### config.mk
export PLATFORM = sky130hd
export DESIGN_NAME = prio_encoder8
export DESIGN_NICKNAME = d
export VERILOG_FILES = /design/src/rtl/prio_encoder8.sv
export SDC_FILE = /design/constraint.sdc
export NUM_CORES = 1
export LEC_CHECK = 0
export BUFFER_PORTS_ARGS = -buffer_cell sky130_fd_sc_hd__buf_2
export CAP_MARGIN = 30
export CORE_MARGIN = 2
export CORE_UTILIZATION = 35
export DETAILED_ROUTE_END_ITERATION = 8
export MAX_ROUTING_LAYER = met4
export PLACE_DENSITY = 0.6
export SLEW_MARGIN = 20
export SYNTH_ARGS = -nofsm -noshare
export SYNTH_HDL_FRONTEND = slang
export SYNTH_SLANG_ARGS = --single-unit
### constraint.sdc
create_clock -name clk -period 4.03 [get_ports clk]
set_input_delay 0.6045 -clock clk [delete_from_list [all_inputs] [get_ports clk]]
set_output_delay 0.6045 -clock clk [all_outputs]
set_load 0.05 [all_outputs]
### src/rtl/prio_encoder8.sv
// prio_encoder8: sequential 8-to-3 priority encoder.
// Request pulses accumulate in a pending register. The highest-numbered
// pending line is presented as an index under a valid/ack handshake, and
// that line is cleared when the index is acknowledged.
module prio_encoder8 #(
  parameter int unsigned N = 8,
  parameter int unsigned W = 3
) (
  input  logic         clk,
  input  logic         rst_n,
  input  logic [N-1:0] req,
  input  logic         en,
  input  logic         ack,
  output logic [W-1:0] idx,
  output logic         valid,
  output logic [N-1:0] pending,
  output logic         overflow
);

  typedef enum logic {
    IDLE  = 1'b0,
    GRANT = 1'b1
  } state_t;

  state_t       state;
  state_t       state_next;
  logic [W-1:0] idx_next;
  logic [W-1:0] top_idx;
  logic [N-1:0] clr;
  logic [N-1:0] pending_next;
  logic         overflow_hit;

  // A grant is visible exactly while the FSM sits in GRANT.
  assign valid = (state == GRANT);

  // One-hot clear of the acknowledged line; zero when no handshake completes.
  always_comb begin
    clr = '0;
    if (valid && ack) begin
      clr[idx] = 1'b1;
    end
  end

  // Highest set bit of the registered pending vector; later bits override earlier ones.
  always_comb begin
    top_idx = '0;
    for (int unsigned i = 0; i < N; i++) begin
      if (pending[i]) begin
        top_idx = W'(i);
      end
    end
  end

  // Set wins over clear on the same line, so a re-request during ack keeps the line pending.
  always_comb begin
    pending_next = (pending & ~clr) | req;
    overflow_hit = |(req & pending & ~clr);
  end

  // Next-state and next-index logic; a grant is held until acknowledged.
  always_comb begin
    state_next = state;
    idx_next   = idx;
    case (state)
      IDLE: begin
        idx_next = '0;
        if (en && (pending != '0)) begin
          idx_next   = top_idx;
          state_next = GRANT;
        end
      end
      GRANT: begin
        if (ack) begin
          idx_next   = '0;
          state_next = IDLE;
        end
      end
      default: begin
        idx_next   = '0;
        state_next = IDLE;
      end
    endcase
  end

  // State and index registers.
  always_ff @(posedge clk or negedge rst_n) begin
    if (!rst_n) begin
      state <= IDLE;
      idx   <= '0;
    end else begin
      state <= state_next;
      idx   <= idx_next;
    end
  end

  // Pending accumulation and sticky overflow flag.
  always_ff @(posedge clk or negedge rst_n) begin
    if (!rst_n) begin
      pending  <= '0;
      overflow <= 1'b0;
    end else begin
      pending <= pending_next;
      if (overflow_hit) begin
        overflow <= 1'b1;
      end
    end
  end

endmodule

==> results of run 1 <==
-- cell type report --
| cell class | instances | area, um2 | area share [%] |
|---|---|---|---|
| tap | 25 | 31.3 | 3.84 |
| clock buffer | 4 | 26.3 | 3.23 |
| sequential | 13 | 325 | 39.9 |
| inverter | 2 | 7.51 | 0.922 |
| multi-input combinational | 51 | 304 | 37.3 |
| timing repair buffer | 24 | 120 | 14.7 |
-- cells in the final DEF (no fill, tap or decap), drive strengths merged --
cell type	Yosys	routed
a2111oi	1	1
a21o	7	7
a21oi	6	6
a22o	1	1
a31oi	4	4
and2b	1	1
and3	1	1
and3b	1	1
buf	2	24
clkbuf	0	4
dfrtp	13	13
inv	2	2
nand2	12	12
nand2b	1	1
nand3	3	3
nand4	1	1
nor2	3	3
nor2b	2	2
nor3	1	1
nor4	1	1
o21ai	1	1
o31ai	2	2
or2	2	2
-- synthesized netlist by cell type, types with 2 or more instances --
cell type,count
a21oi_1,5
o31ai_1,2
a21o_1,7
nor2_1,3
dfrtp_1,13
or2_1,2
nand3_1,3
nand2_1,12
nor2b_1,2
inv_1,2
a31oi_1,4
-- metal layers --
| metal | GRT usage, % | routed length, um | vias to the layer above |
|---|---|---|---|
| met4 | 5.00 | 14 | 0 |
| met5 | - | 0 | - |
| met3 | 6.15 | 96 | 2 |
| li1 | - | - | 296 |
| met2 | 21.1 | 607 | 17 |
| met1 | 20.8 | 700 | 260 |
-- power by group through the flow --
| stage | Combinational (mW) | Clock [mW] | Sequential (mW) |
|---|---|---|---|
| floorplan | 0.0278 | 0 | 0.183 |
| global placement | 0.0794 | 0 | 0.153 |
| detailed placement | 0.0796 | 0 | 0.153 |
| CTS | 0.0798 | 0.0827 | 0.151 |
| global route | 0.0852 | 0.0897 | 0.153 |
| finish | 0.0790 | 0.0810 | 0.151 |
-- sequential cells by signal, indices dropped and copies added, names as in the netlist --
register and flops:
idx 3, valid 1, overflow 1, pending 8
-- per-stage QoR --
| step | utilization (%) | cell area, um2 | worst slack, ns |
|---|---|---|---|
| 6_report | 46.7 | 815 | 2.36 |
| 5_1_grt | 46.7 | 815 | 2.31 |
| 4_1_cts | 46.7 | 815 | 2.37 |
| 3_5_place_dp | 45.2 | 788 | 2.33 |
| 3_3_place_gp | 45.2 | 788 | 2.37 |
| 2_1_floorplan | - | 653 | 2.42 |
-- path summary, 6_finish.rpt --
| path | startpoint | end | slack (ns) |
|---|---|---|---|
| max in group asynchronous | rst_n | pending[4] | 3.61 |
| hold / removal | rst_n | idx[2] | 0.19 |
| hold reg to reg | overflow | overflow | 0.50 |
| setup / recovery | idx[0] | idx[0] | 2.36 |
| min in group clk | overflow | overflow | 0.50 |
| setup reg to reg | idx[2] | overflow | 2.64 |
-- logic make-up (layout without fill, tap and decap cells) --
group,after synthesis,in the layout,share of synthesized area (%)
DFF,13,13,49.8
buffers and inverters,4,30,3.64
AOI/OAI and AO/OA,22,22,23.8
and+or+nand+nor,29,29,22.8
==> metrics.yaml, run 1 <==
status: "completed"
crit_path_top_delay_cell: "dfrtp_1"
avgSynthCellArea_um2: 9.60
hold_viol: 0
pin_count: 25
cp_data_arrival_time_ns: 1.07
combPwrFrac_pct: 25.4
max-slew-margin-rel_pct: 79.0
coreArea_um2: 1750
fin_tns_setup_ns: 0
die_w_um: 47.2
viasPerCell: 4.83
crit_family: "flip-flops"
cts.path.max_buffers: 2
yosysSeqAreaShare_pct: 49.8
crit_cells: 1
p_seq_share_pct: 48.5
area_growth_syn_to_layout_pct: 24.7
clock_power_share_pct: 26.1
drc: 0
clk_pin_slew_ns: 0.08
cts_sinks: 13
p_int_mw: 0.201
ys.flop_type: "dfrtp_1"
n_antenna_cell: 0
rsz0062_at_grt: "no"
fmax_mhz: 599
slew_viol_final: 0
drt_iter0_markers: 17
initial_core_util_pct: 37.4
ant_nets: 0
setup_violations: 0
cellPowerDensity_nw_per_um2: 381
fin_crit_ns: 1.67
ys_warn_count: 0
min_path_type: "in -> async"
routedWlPerCell_um: 11.9
synth_cell_types: 24
nFillCells: 188
critical_path_class: "reg -> out"
root_buffer: "clkbuf_4"
synth.top_cell.area_share_pct: 49.8
min_period_over_period_pct: 41.4
hold-worst-slack_ns: 0.194
grt_first_pass_wirelength_um: 2240
power_switching_mw: 0.110
final_nets: 107
cts_resized: 0
vias: 575
yosysTopAreaCell: "dfrtp_1"
cts_buffers: 3
clk_latency_ns: 0.28
rows: 15
antenna_found_initial: 0
wl_um: 1420
cts_setup_buffers: 0
critPathBufInv: 1
gp_congestion: 0.794
dp_hpwl_um: 1100
async_reset_ff_share_pct: 100
cts_tree: "yes"
p_leak_nw: 0.350
die-area_um2: 2230
max_cap_viol_count: 0
ys_ff_latch: 13
synthCells: 68
overflow: 0
critPathMaxFanout: 8
ir_drop_uv: 222
track_usage_pct: 15.5
drive_gt1_share_pct: 31.9
io_buffers: 24
p_total_mw: 0.311
critPathMaxStageDelay_ns: 0.47
cp.required_ns: 3.43
grt_pass1_vias: 521
synthTopCellsByArea: "dfrtp_1 50%, a21o_1 8.0%, nand2_1 6.9%"
clock_skew_ns: 0.00473
fin_cells: 119
die_height_um: 47.2
dp_cells: 115
synth_fp_nets: 80
synth-edff-count: 0
ctsHoldBuffers: 0
reg2reg_depth: 4
start_kind: "flip-flop"
endpoint_kind: "output pin"
crit_path_cell_trace: "buf_2"
switching_share_pct: 35.4
htree_levels: 1
firstDrtPassIters: 4
grt_max_degree: 14
synth_area_um2: 653
tightest_slew_ns: 0.312
(Power assumes the default switching activity.)
==> inputs of run 2 (changes only) <==
--- a/config.mk
+++ b/config.mk
@@ -11,7 +11,7 @@
 export CORE_UTILIZATION = 35
 export DETAILED_ROUTE_END_ITERATION = 8
 export MAX_ROUTING_LAYER = met4
-export PLACE_DENSITY = 0.6
+export PLACE_DENSITY = 0.63
 export SLEW_MARGIN = 20
 export SYNTH_ARGS = -nofsm -noshare
 export SYNTH_HDL_FRONTEND = slang
==> constraint.sdc (replaced) <==
create_clock -name clk -period 1.35 [get_ports clk]
set_input_delay 0.2025 -clock clk [delete_from_list [all_inputs] [get_ports clk]]
set_output_delay 0.2025 -clock clk [all_outputs]
set_load 0.05 [all_outputs]
==> metrics.yaml, run 2 (same netlist as run 1, synthesis figures left out) <==
status: "completed"
die_height_um: 47.2  # unchanged
slew_viol_final: 0  # unchanged
drt_iter0_markers: 14  # -3
clock_skew_ns: 0.00283  # -0.00190 ns
final_nets: 117  # +9.3%
die-area_um2: 2230  # unchanged
coreArea_um2: 1750  # unchanged
n_antenna_cell: 0  # unchanged
min_period_over_period_pct: 96.1
final_util_pct: 53.3  # +6.6 points
die_w_um: 47.2  # unchanged
dp_hpwl_um: 1310  # +19%
rrSetupSlack_ns: 0.05  # -2.59 ns
area_growth_syn_to_layout_pct: 42.3
dp_cells: 123  # +7.0%
regToRegStartpoint: "idx[2]"
io_buffers: 24  # unchanged
antenna_found_initial: 0  # unchanged
r2r-end: "overflow"
min_path_type: "in -> reg"
regMostFlops: "pending"
critPathMaxStageDelay_ns: 0.43  # -0.04 ns
setup_violations: 0  # unchanged
worstSetupEndpoint: "overflow"
max_cap_viol_count: 0  # unchanged
max-slew-margin-rel_pct: 80.1  # +1.1 points
fin_cells: 129  # +8.4%
cp_data_arrival_time_ns: 1.45  # +0.38 ns
fmax_mhz: 771
grt_pass1_vias: 580  # +11%
ir_drop_uv: 808  # +260%
endpoint_kind: "flip-flop"
rsz0062_at_grt: "yes"
cts_tree: "yes"
post_dp_cell_area_um2: 870  # +10%
crit_path_cell_trace: "and2b_1 -> a21oi_2 -> a2111oi_2 -> nand4_1"
drc: 0  # unchanged
viasPerCell: 4.95  # +2.5%
tightest_slew_ns: 0.297  # -0.0148 ns
setup.worst_path.start: "idx[2]"
wl_um: 1700  # +20%
rows: 15  # unchanged
clk_pin_slew_ns: 0.08  # about the same
pin_count: 25  # unchanged
p_total_mw: 0.989  # +220%
critical_path_class: "reg -> reg"
cts_buffers: 3  # unchanged
initial_core_util_pct: 37.4  # unchanged
reg2reg_depth: 4  # unchanged
final_cell_mix: "23 x buf_2, 12 x nand2_1, 9 x buf_4"
p_leak_nw: 0.406  # +16%
fin_crit_ns: 1.30
cts.path.max_buffers: 2  # unchanged
routedWlPerCell_um: 13.2  # +11%
firstDrtPassIters: 4  # unchanged
root_buffer: "clkbuf_4"
largest_reg_flops: 8  # unchanged
cts_sinks: 13  # unchanged
track_usage_pct: 17.0  # +1.6 points
start_kind: "flip-flop"
crit_path_top_delay_cell: "dfrtp_2"
hold-worst-slack_ns: 0.111  # -0.0828 ns
top_regs: "pending: 8 flops, idx: 3 flops"
cp.required_ns: 1.51  # -1.92 ns
grt_max_degree: 14  # unchanged
overflow: 0  # unchanged
clk_latency_ns: 0.28  # about the same
vias: 639  # +11%
drive_gt1_share_pct: 50.0  # +18 points
ant_nets: 0  # unchanged
hold_viol: 0  # unchanged
critPathMaxFanout: 5  # -3
cellPowerDensity_nw_per_um2: 1060  # +180%
final_common_cell: "buf_2"
stdcell_area_um2: 930  # +14%
grt_first_pass_wirelength_um: 2480  # +11%
htree_levels: 1  # unchanged
gp_congestion: 0.798  # +0.48%
[run 2: worst min path at each step]
stage               slack (ns)         end  startpoint  cells after the start
detailed placement        0.11  pending[3]       rst_n                      1
finish                    0.11  pending[1]      req[1]                      2
CTS                       0.11  pending[7]      req[7]                      2
global placement          0.11  pending[3]       rst_n                      1
floorplan                -0.09      idx[0]       rst_n                      0
global route              0.12  pending[3]      req[3]                      2
[run 2: worst max-delay path: cells and delay by family, from the launching register on]
| family | cells | cell delay [ns] |
|---|---|---|
| DFF | 1 | 0.43 |
| and+or+nand+nor | 2 | 0.36 |
| AOI/OAI and AO/OA | 2 | 0.39 |
[run 2: what timing repair did]
item                                   4_1_cts  5_1_grt
endpoints found under the hold margin       13        0
setup endpoints to repair                    0        3
hold buffers                                 1        0
buffers inserted                             0        1
resized for setup                            0        5
[run 2: area by class of cell]
| class | instances | area [um2] |
|---|---|---|
| fill | 182 | 816 |
| inverter | 2 | 7.51 |
| multi-input combinational | 51 | 329 |
| clock buffer | 4 | 26.3 |
| timing repair buffer | 34 | 200 |
| sequential | 13 | 335 |
| tap | 25 | 31.3 |
[run 2: metal layers]
layer  routed length [um]  up-vias  GRT usage, %
li1                     -      318             -
met1                  736      296          21.1
met3                  102        2          5.77
met5                    0        -             -
met4                   21        0          6.67
met2                  842       23          25.5
[run 2: metrics by stage]
stage	setup WS (ns)	TNS, ns
2_1_floorplan	-0.108	-0.108
3_3_place_gp	0.0551	0
3_5_place_dp	0.0177	0
4_1_cts	0.00299	0
5_1_grt	-0.0535	-0.0535
6_report	0.0528	0
[run 2: where the power goes]
| group | total [mW] | internal (mW) | switching (mW) | leakage, nW |
|---|---|---|---|---|
| combinational | 0.300 | 0.106 | 0.193 | 0.268 |
| clock | 0.241 | 0.115 | 0.126 | 0.0150 |
| sequential | 0.448 | 0.419 | 0.0287 | 0.123 |
| total | 0.989 | 0.640 | 0.348 | 0.406 |
